**config.mk**
```make
export PLATFORM = sky130hd
export DESIGN_NAME = vga_fb_arbiter
export DESIGN_NICKNAME = d
export VERILOG_FILES = /design/src/rtl/vga_fb_arbiter.sv
export SDC_FILE = /design/constraint.sdc
export NUM_CORES = 1
export LEC_CHECK = 0
export BUFFER_PORTS_ARGS = -buffer_cell sky130_fd_sc_hd__buf_2
export CAP_MARGIN = 30
export CORE_MARGIN = 2
export CORE_UTILIZATION = 45
export CTS_BUF_LIST = sky130_fd_sc_hd__clkbuf_8 sky130_fd_sc_hd__clkbuf_16
export DETAILED_ROUTE_END_ITERATION = 7
export MAX_ROUTING_LAYER = met4
export PLACE_DENSITY = 0.7
export SYNTH_ARGS = -nofsm -noshare
export SYNTH_HDL_FRONTEND = slang
export SYNTH_SLANG_ARGS = --single-unit
```
**constraint.sdc**
```tcl
create_clock -name clk -period 2.8 [get_ports clk]
set_input_delay 0.42 -clock clk [delete_from_list [all_inputs] [get_ports clk]]
set_output_delay 0.42 -clock clk [all_outputs]
set_load 0.01 [all_outputs]
```
**src/rtl/vga_fb_arbiter.sv**
```systemverilog
// Purpose: shares one single-port frame RAM between the VGA display read path and a pixel writer (optional VGA_VBLANK_WRITE_ONLY_EN restricts writes to vertical blanking).
// Latency: decision at cycle t, RAM strobes and wr_ack at t+1, pixel_rgb/video_on three cycles after the counters.
// Backpressure: the writer holds wr_req/wr_addr/wr_data until wr_ack; at most one ack every two cycles, never in a display slot.
module vga_fb_arbiter #(
  parameter int FB_W   = 128,
  parameter int FB_H   = 96,
  parameter int SCALE  = 5,
  parameter int ADDR_W = 14,
  parameter int DATA_W = 3
) (
  input  logic              clk,
  input  logic              reset,
  input  logic [11:0]       H_counter,
  input  logic [9:0]        V_counter,
  input  logic              wr_req,
  input  logic [ADDR_W-1:0] wr_addr,
  input  logic [DATA_W-1:0] wr_data,
  output logic              wr_ack,
  output logic              ram_en,
  output logic              ram_we,
  output logic [ADDR_W-1:0] ram_addr,
  output logic [DATA_W-1:0] ram_wdata,
  input  logic [DATA_W-1:0] ram_rdata,
  output logic [DATA_W-1:0] pixel_rgb,
  output logic              video_on,
  output logic              frame_done
);

  localparam int SW = (SCALE > 1) ? $clog2(SCALE) : 1;
  localparam logic [SW-1:0]     SUB_LAST = SW'(SCALE - 1);
  localparam logic [ADDR_W:0]   FB_SIZE  = (ADDR_W + 1)'(FB_W * FB_H);
  localparam logic [ADDR_W-1:0] ROW_STEP = ADDR_W'(FB_W);
  localparam logic [ADDR_W-1:0] ONE_A    = ADDR_W'(1);
  localparam logic [SW-1:0]     ONE_S    = SW'(1);

  logic [9:0]        px;
  logic [1:0]        h_ph;
  logic              active;
  logic              disp_slot;
  logic              line_end;
  logic              wr_window;
  logic              wr_grant;
  logic              wr_in_range;
  logic [ADDR_W-1:0] disp_addr;

  // scan position of the frame-buffer word under the beam
  logic [SW-1:0]     col_sub;
  logic [ADDR_W-1:0] col;
  logic [SW-1:0]     row_sub;
  logic [ADDR_W-1:0] row_base;

  // active-region delay line feeding video_on and the pixel blanking
  logic              act_d1;
  logic              act_d2;

  assign px        = H_counter[11:2];
  assign h_ph      = H_counter[1:0];
  assign active    = (px < 10'd640) && (V_counter < 10'd480);
  assign disp_slot = active && (h_ph == 2'd0);
  assign line_end  = (H_counter == 12'd3199);
  assign disp_addr = row_base + col;
  assign wr_in_range = ({1'b0, wr_addr} < FB_SIZE);

`ifdef VGA_VBLANK_WRITE_ONLY_EN
  assign wr_window = (V_counter >= 10'd480);
`else
  assign wr_window = 1'b1;
`endif

  // the previous-cycle ack blocks back-to-back grants to a writer still holding wr_req
  assign wr_grant = wr_req && wr_window && !disp_slot && !wr_ack;

  // col advances every SCALE pixels, row base steps by FB_W every SCALE lines
  always_ff @(posedge clk) begin
    if (reset) begin
      col_sub  <= '0;
      col      <= '0;
      row_sub  <= '0;
      row_base <= '0;
    end else begin
      if (line_end) begin
        col_sub <= '0;
        col     <= '0;
        if (V_counter == 10'd520) begin
          row_sub  <= '0;
          row_base <= '0;
        end else if (row_sub == SUB_LAST) begin
          row_sub  <= '0;
          row_base <= row_base + ROW_STEP;
        end else begin
          row_sub  <= row_sub + ONE_S;
        end
      end else if (h_ph == 2'd3) begin
        if (col_sub == SUB_LAST) begin
          col_sub <= '0;
          col     <= col + ONE_A;
        end else begin
          col_sub <= col_sub + ONE_S;
        end
      end
    end
  end

  // RAM port: display read owns its slot, otherwise a granted in-range write; address/data hold when idle
  always_ff @(posedge clk) begin
    if (reset) begin
      wr_ack    <= 1'b0;
      ram_en    <= 1'b0;
      ram_we    <= 1'b0;
      ram_addr  <= '0;
      ram_wdata <= '0;
    end else begin
      wr_ack <= wr_grant;
      if (disp_slot) begin
        ram_en   <= 1'b1;
        ram_we   <= 1'b0;
        ram_addr <= disp_addr;
      end else if (wr_grant && wr_in_range) begin
        ram_en    <= 1'b1;
        ram_we    <= 1'b1;
        ram_addr  <= wr_addr;
        ram_wdata <= wr_data;
      end else begin
        ram_en <= 1'b0;
        ram_we <= 1'b0;
      end
    end
  end

  // display output: capture read data in phase 2, blank outside the active region, flag start of vblank
  always_ff @(posedge clk) begin
    if (reset) begin
      act_d1     <= 1'b0;
      act_d2     <= 1'b0;
      video_on   <= 1'b0;
      pixel_rgb  <= '0;
      frame_done <= 1'b0;
    end else begin
      act_d1   <= active;
      act_d2   <= act_d1;
      video_on <= act_d2;
      if (h_ph == 2'd2) begin
        pixel_rgb <= act_d2 ? ram_rdata : '0;
      end
      frame_done <= (H_counter == 12'd0) && (V_counter == 10'd480);
    end
  end

endmodule

```
Yosys cells after proc, flatten, opt, wreduce, memory -nomap -nowiden
Index checks and enable logic that the tools add are counted.
{"block": "totals", "register_bits": 61, "latchBits": 0, "mem_bits_rw": 0, "rom_bits": 0, "inputBits": 45, "output_inout_bits": 25, "n_memories": 0}
{"block": "op_classes", "addsub": 5, "mul": 0, "div_mod_pow": 0, "magnitude_cmp": 3, "n_eq_ne": 7, "shifts": 0, "n_mux": 10, "bitwise_logic": 1, "reduce_logical": 17}
{"op": "14-bit 2-to-1 mux", "n": 4}
{"op": "14-bit by 1-bit adder with 14-bit output (second input constant)", "n": 1}
{"op": "14-bit adder", "n": 1}
{"op": "14-bit by 8-bit adder with 14-bit output (second input constant)", "n": 1}
{"op": "14-bit < comparator (second input constant)", "n": 1}
{"op": "12-bit == test (second input constant)", "n": 1}
{"op": "12-bit zero test", "n": 1}
{"op": "3-bit 2-to-1 mux", "n": 4}
{"op": "10-bit == test (second input constant)", "n": 1}
{"op": "10-bit by 9-bit == test with 1-bit output (second input constant)", "n": 1}
{"op": "10-bit < comparator (second input constant)", "n": 1}
{"op": "10-bit by 9-bit < comparator with 1-bit output (second input constant)", "n": 1}
{"op": "3-bit by 1-bit adder with 3-bit output (second input constant)", "n": 2}
{"op": "3-bit == test (second input constant)", "n": 2}
{"op": "1-bit logical AND", "n": 6}
{"op": "2-bit AND reduction", "n": 3}
{"op": "2-bit == test (second input constant)", "n": 2}
{"op": "2-bit nonzero test", "n": 2}
{"op": "2-bit OR reduction", "n": 2}
{"op": "1-bit zero test", "n": 2}
{"op": "2-bit zero test", "n": 1}
{"op": "1-bit 2-to-1 mux", "n": 2}
{"op": "1-bit NOT", "n": 1}

Depth between registers and ports, before layout
Gate-level depths: netlist of the first run.
{"block": "logic_depth", "ltp_word": 9, "depth_mapped": 9, "mapped_depth_nobuf": 7}

Worst setup path before layout of the first run
No wires, ideal clock.
{"block": "synth_timing", "path_kind": "input to register", "start": "input H_counter[9]", "end": "register col[10]", "arrival_time_ns": 1.952, "required_ns": 2.683, "path_slack_ns": 0.730, "stages": 7, "path_buffers": 3, "cell_sequence": "or3_1 -> or4_1 -> clkbuf_1 -> nand2b_1 -> buf_2 -> buf_2 -> nor2_1"}
{"block": "synth_via", "elab_chain_cells": 2}
{"item": "from (decl)", "line_no": "13", "source": "input logic [11:0] H_counter,"}
{"item": "12-bit == test", "line_no": "60", "source": "assign line_end = (H_counter == 12'd3199);"}
{"item": "2-bit OR reduction (no line)"}
{"item": "to (signal assigned)", "line_no": "96", "source": "col <= col + ONE_A;"}
{"item": "to (decl)", "line_no": "48", "source": "logic [ADDR_W-1:0] col;"}
No other way between the ends.
A chain may end at the register's enable or synchronous reset.

Worst setup path in the final report of the first run
{"block": "layout_timing", "start": "input V_counter[4]", "end": "register row_base[13]"}
{"block": "layout_via", "elab_chain_cells": 3}
{"item": "from (decl)", "line_no": "14", "source": "input logic [9:0] V_counter,"}
{"item": "10-bit == test *", "line_no": "84", "source": "if (V_counter == 10'd520) begin"}
{"item": "2-bit nonzero test (no line)"}
{"item": "2-bit AND reduction (no line)"}
{"item": "to (signal assigned)", "line_no": "89", "source": "row_base <= row_base + ROW_STEP;"}
{"item": "to (decl)", "line_no": "50", "source": "logic [ADDR_W-1:0] row_base;"}
Mark *: on every way between the ends. The rest lies on a longest branch, timed or not.

==> metrics.md, run 1 <==
| Metric | Value |
|---|---|
| Status | complete, no violations |
| Slew Viols, Final | 0 |
| Pre-CTS setup slack | 529.5 ps |
| RSZ-0062 raised after global routing | false |
| Hold Path Stages | 3 |
| DRT Pass-1 Iters | 4 |
| Hold Crit Start | wr_data[1] |
| Die H | 80.63 microns |
| Global-route wire length before repair | 9632 microns |
| Setup TNS | 0 ps |
| Gr busiest metal | met2 |
| HPWL Detailed | 4181 microns |
| Die ar. | 6501 sq um |
| Post-route total power | 1.420 mW |
| Post-synth ARST share | 0 |
| Global Route met2 Usage | 0.3175 |
| Num Clock Sinks | 54 |
| GRT overflow | 0 |
| Gpl congestion | 0.8346 |
| Postcts setup bufs | 0 |
| CP peak stage delay | 560 ps |
| CP Launch Type | primary input |
| Most common cell after layout, fill and taps aside | buf_2 |
| I/O pins | 70 |
| CP bufs+invs | 1 |
| CP max FO | 4 |
| Via count | 2354 |
| Largest net degree at the start of global routing | 37 |
| Synth top area share | 0.4091 |
| Cells after Synth | 311 |
| Post-route minimum period | 1935 ps |
| Number of global-route vias before repair | 2222 |
| Antenna-violating nets left | 0 |
| Drt initial violations | 87 |
| F_max | 516.9 MHz |
| Syn-to-layout area delta | 18.89% |
| Max IR drop VDD | 237.2 uV |
| Worst slew pin tran | 665.7 ps |
| CP Cell Sequence | buf_2, or4_4, o31ai_4, nand3_2, or4_1, a21boi_1 |
| Top_reg_cell synth | dfxtp_1 |
| Clock Pin Slew Worst Setup and Hold Paths | 90 ps |
| Initial antenna violation count | 0 |
| Crit path DAT | 2190 ps |
| Hold Crit Class | primary input to register |
| CTS H-tree depth | 2 |
| MaxCap Viol Count | 0 |
| Number of port buffers | 69 |
| Hold Worst Slack | 343.0 ps |
| Vias/cell | 5.254 |
| Die width | 80.63 microns |
| TritonCTS Buffers | 5 |
| WS Path Type | primary input to register |
| Final WS setup | 865.3 ps |
| Syn nets | 368 |
| CTS tree | yes |
| Core Box Area | 5574 sq um |
| Reg2Reg Launch Point | col_sub[0] |
| Final core occ | 0.5636 |
| Library cells used by synthesis | 45 |
| Final hold vios | 0 |
| Final setup fails | 0 |
| Hold Path End | ram_wdata[1] |
| Reg2Reg Capture Point | col[11] |
| Critical Path RT | 3060 ps |
| CP max-delay cell | or4_4 |
| Seq/Total Area, Yosys | 0.4091 |
| Routed WL per cell | 12.59 microns |
| Root buf cell | clkbuf_8 |
| Slew HR | 0.5528 |
| R2R depth | 7 |
| Final Cycle Share | 0.6910 |
| Pwr dens | 452.1 nW/um^2 |
| Register bit total from synthesis | 54 |
| CP top delay family | simple AND/OR/NAND/NOR gates |
| Synth Cell Area | 2643 sq um |
| Total Wirelength | 5639 microns |
| Site Rows | 27 |
| Most frequent cells in the layout | 69 x buf_2, 54 x dfxtp_1, 41 x nand2_1 |
| YS warnings | 0 |
| # resized after CTS | 0 |
| N_diodes | 0 |
| Cell leakage power | 1.339 nW |
| Post-synth EDFFs | 0 |
| Post-synth top area cell | dfxtp_1 |
| Total global routing track utilization | 0.1943 |
| Synth area leaders | dfxtp_1 41%, nand2_1 5.8%, ha_1 5.7%, nor2_1 5.3%, xor2_1 4.6% |
| Worst skew pair latency | 320 ps |
| Longest Clk Path Bufs | 2 |
| Initial Util | 0.4741 |
| Post-synthesis area per instance | 8.497 sq um |
| Share of cells above drive strength 1 | 0.2340 |
| DR DRC count | 0 |
| Hold_buf cts | 0 |
| R2R Setup Slk | 990 ps |
| Met1 Use GR | 0.2330 |
| Met3 Track Usage GR | 0.03820 |
| Final nets | 432 |
| Crit end category | register |
| Worst Clk Skew | 8.220 ps |
Yosys cell counts (all sizes together), types with 3 or more instances:
| cell type | instances |
|---|---|
| a21oi | 20 |
| a22oi | 3 |
| a311oi | 11 |
| and2 | 4 |
| and3 | 3 |
| and4 | 4 |
| clkbuf | 13 |
| dfxtp | 54 |
| ha | 12 |
| inv | 6 |
| nand2 | 41 |
| nand2b | 5 |
| nand3 | 15 |
| nand4 | 7 |
| nor2 | 37 |
| nor2b | 4 |
| nor3 | 9 |
| nor4 | 4 |
| o21ai | 8 |
| or4 | 4 |
| xnor2 | 7 |
| xor2 | 14 |
registers in the layout, indices dropped and copies added, names as in the netlist, 3 cells and up:
name       flops
row_sub        3
row_base       7
pixel_rgb      3
ram_wdata      3
col_sub        3
ram_addr      14
col           14
per-stage QoR:
step | cells | instance area (sq um)
finish | 448 | 3142
global route | 448 | 3142
CTS | 448 | 3142
detailed placement | 440 | 3042
global placement | 440 | 3042
floorplan | 311 | 2643
how the worst max path moves through the flow:
stage                            start            to  slack (ps)  cells past startpoint
after CTS                 V_counter[4]  row_base[13]         860                      6
after floorplan           H_counter[9]       col[10]         730                      7
after global placement    H_counter[9]       col[13]         560                      6
after global routing      V_counter[4]  row_base[10]         750                      6
after detailed placement  V_counter[4]  row_base[13]         530                      6
final                     V_counter[4]  row_base[13]         870                      6
final cells by class:
type                    count  area, sq um
inverters                   6        22.52
repair buffers             72        367.9
fillers                   543         2432
flip-flops and latches     54         1081
clock inverters             2        17.52
multi-input cells         236         1480
clock buffers               6        82.58
well taps                  72        90.09
tightest hold or removal path, stage by stage:
cell	delay (ps)
buf_2	100
nand3_1	50
a21oi_1	50
kinds of logic after synthesis:
group | Yosys count | share of synthesized area
and+or+nand+nor | 143 | 0.2741
AOI/OAI and AO/OA | 56 | 0.1435
DFF | 54 | 0.4091
xor gates and xnor gates | 21 | 0.06960
buffers and inverters | 21 | 0.03078
adders and majority gates | 12 | 0.05682
muxes | 4 | 0.01610
where the power goes:
group	switching (mW)	internal (mW)	total, mW
registers	0.00996	0.791	0.801
clock network	0.262	0.204	0.466
logic	0.0854	0.0682	0.154
total	0.357	1.06	1.42
per-layer routing:
metal  wire, microns  part of all wire
met5               0                 0
met4             107             0.019
met3             292             0.052
met2            2548              0.45
met1            2691              0.48
(Power assumes the default switching activity.)
==> run 2, diff against run 1 <==
Settings changed: PLACE_DENSITY 0.7 to 0.73.
Clock period 2.8 ns to 1.6 ns, I/O delays scaled along.
==> metrics.md, run 2 (same netlist as run 1, synthesis figures left out) <==
| Metric | Value |
|---|---|
| Cell leakage power | 1.492 nW (+11%) |
| R2R depth | 6 (-1) |
| Total global routing track utilization | 0.2033 (+0.009026) |
| Final nets | 464 (+7.4%) |
| Num Clock Sinks | 54 (unchanged) |
| RSZ-0062 raised after global routing | false |
| R2R Setup Slk | 90 ps (-900 ps) |
| Antenna-violating nets left | 0 (unchanged) |
| Most frequent cells in the layout | 68 x buf_2, 50 x dfxtp_1, 41 x nand2_1 |
| Global-route wire length before repair | 10160 microns (+5.5%) |
| CP max FO | 3 (-1) |
| Routed WL per cell | 13.12 microns (+4.2%) |
| Number of global-route vias before repair | 2340 (+5.3%) |
| WL met3 | 314 microns (+7.5%) |
| Die width | 80.63 microns (unchanged) |
| Syn-to-layout area delta | 32.01% |
| Postcts setup bufs | 0 (unchanged) |
| Share of cells above drive strength 1 | 0.3489 (+0.1149) |
| TritonCTS Buffers | 5 (unchanged) |
| WL met1 | 2905 microns (+8.0%) |
| CTS H-tree depth | 2 (unchanged) |
| Longest Clk Path Bufs | 2 (unchanged) |
| CP top delay family | simple AND/OR/NAND/NOR gates |
| Reg2Reg Launch Point | col[10] |
| I/O pins | 70 (unchanged) |
| Crit end category | register |
| Reg2Reg Capture Point | ram_addr[11] |
| Hold Crit Class | primary input to register |
| Hold Crit Start | wr_data[0] |
| Worst slew pin tran | 521.3 ps (-144.4 ps) |
| Status | complete, no violations |
| DRT Pass-1 Iters | 4 (unchanged) |
| Site Rows | 27 (unchanged) |
| Pwr dens | 700.9 nW/um^2 (+55%) |
| Most common cell after layout, fill and taps aside | buf_2 |
| DR DRC count | 0 (unchanged) |
| Max layer used | met4 |
| CP Launch Type | primary input |
| Hold Path Stages | 3 (unchanged) |
| CP Cell Sequence | buf_6, or4b_4, o31ai_4, nand3_2, or4_1, a21boi_1 |
| Final instance area | 3488 sq um (+11%) |
| Worst Clk Skew | 9.050 ps (+0.8299 ps) |
| HPWL Detailed | 4556 microns (+9.0%) |
| CP bufs+invs | 1 (unchanged) |
| Cells after DPL | 472 (+7.3%) |
| CP max-delay cell | or4b_4 |
| Largest net degree at the start of global routing | 30 (-19%) |
| Worst skew pair latency | 300 ps (-20 ps) |
| Drt initial violations | 79 (-9.2%) |
| Initial Util | 0.4741 (unchanged) |
| Max IR drop VDD | 515.2 uV (+120%) |
| CP peak stage delay | 550 ps (about the same) |
| Critical Path RT | 1850 ps (-1210 ps) |
| Slew Viols, Final | 0 (unchanged) |
| N_diodes | 0 (unchanged) |
| Via count | 2488 (+5.7%) |
| F_max | 641.1 MHz |
| Final setup fails | 0 (unchanged) |
| Setup TNS | 0 ps (unchanged) |
| GRT overflow | 0 (unchanged) |
| Final hold vios | 0 (unchanged) |
| Crit path DAT | 1810 ps (-380 ps) |
| Gpl congestion | 0.8295 (-0.61%) |
| Non-Filler Instances | 479 (+6.9%) |
| Post-route minimum period | 1560 ps |
| Root buf cell | clkbuf_8 |
| WS Path Type | primary input to register |
| Number of port buffers | 69 (unchanged) |
| Die H | 80.63 microns (unchanged) |
| Core Box Area | 5574 sq um (unchanged) |
| Hold Path End | ram_wdata[0] |
| Vias/cell | 5.194 (-1.1%) |
| Total Wirelength | 6283 microns (+11%) |
| Placed cell area | 3311 sq um (+8.8%) |
| CTS tree | yes |
| Top flop regs | col: 14 flops, ram_addr: 14 flops, row_base: 7 flops |
| Clock Pin Slew Worst Setup and Hold Paths | 100 ps (about the same) |
| Slew HR | 0.6524 (+0.09966) |
| Die ar. | 6501 sq um (unchanged) |
| Final Cycle Share | 0.9750 |
| MaxCap Viol Count | 0 (unchanged) |
| Met2 wire length | 3015 microns (+18%) |
| Initial antenna violation count | 0 (unchanged) |
==> run 2: worst max path at each step <==
| stage | start | to | slack [ps] | depth (start not counted) |
|---|---|---|---|---|
| 2_1_floorplan | V_counter[7] | row_base[13] | -190 | 5 |
| 3_3_place_gp | V_counter[7] | row_base[13] | -260 | 6 |
| 3_5_place_dp | H_counter[8] | row_base[9] | -300 | 6 |
| 4_1_cts | row_base[8] | ram_addr[10] | 10 | 7 |
| 5_1_grt | col[8] | ram_addr[11] | 0.2 | 6 |
| 6_report | V_counter[5] | row_base[13] | 40 | 6 |
==> run 2: final cells by class <==
class                   count  area [sq um]
clock buffers               5         68.82
clock inverters             2         15.01
fillers                   510          2086
inverters                   6         22.52
multi-input cells         236          1579
flip-flops and latches     54          1086
well taps                  72         90.09
repair buffers            104         626.9
==> run 2: where the power goes <==
| part | switching (mW) | internal [mW] | leakage [nW] |
|---|---|---|---|
| Sequential | 0.0184 | 1.38 | 0.441 |
| Combinational | 0.158 | 0.144 | 1.01 |
| Clock | 0.440 | 0.300 | 0.0362 |
==> run 2: per-layer routing <==
| layer | vias up | GRT usage |
|---|---|---|
| met3 | 4 | 0.03371 |
| li1 | 1296 | - |
| met2 | 64 | 0.3508 |
| met4 | 0 | 0.05593 |
| met1 | 1124 | 0.2457 |
| met5 | - | - |
==> run 2: repair_timing <==
action,4_1_cts,5_1_grt
gates cloned,0,0
hold endpoints to repair,0,0
resized for setup,4,20
pin swaps,0,8
hold buffers,0,0
setup endpoints to repair,4,17
==> run 2: worst min-delay path, cell delays in order <==
cell	delay [ps]
buf_2	90
nand3_1	50
a21oi_1	60
==> run 2: metrics by stage <==
| step | hold slack [ps] | utilization | power (mW) | worst slack (ps) |
|---|---|---|---|---|
| after global placement | 425.9 | 0.5939 | 1.728 | -259.4 |
| after detailed placement | 438.7 | 0.5939 | 1.734 | -295.5 |
| after global routing | 183.2 | 0.6258 | 2.557 | 0.2395 |
| after floorplan | 387.7 | - | 1.585 | -186.2 |
| after CTS | 171.2 | 0.6112 | 2.474 | 13.03 |
| final | 187.2 | 0.6258 | 2.445 | 40.08 |
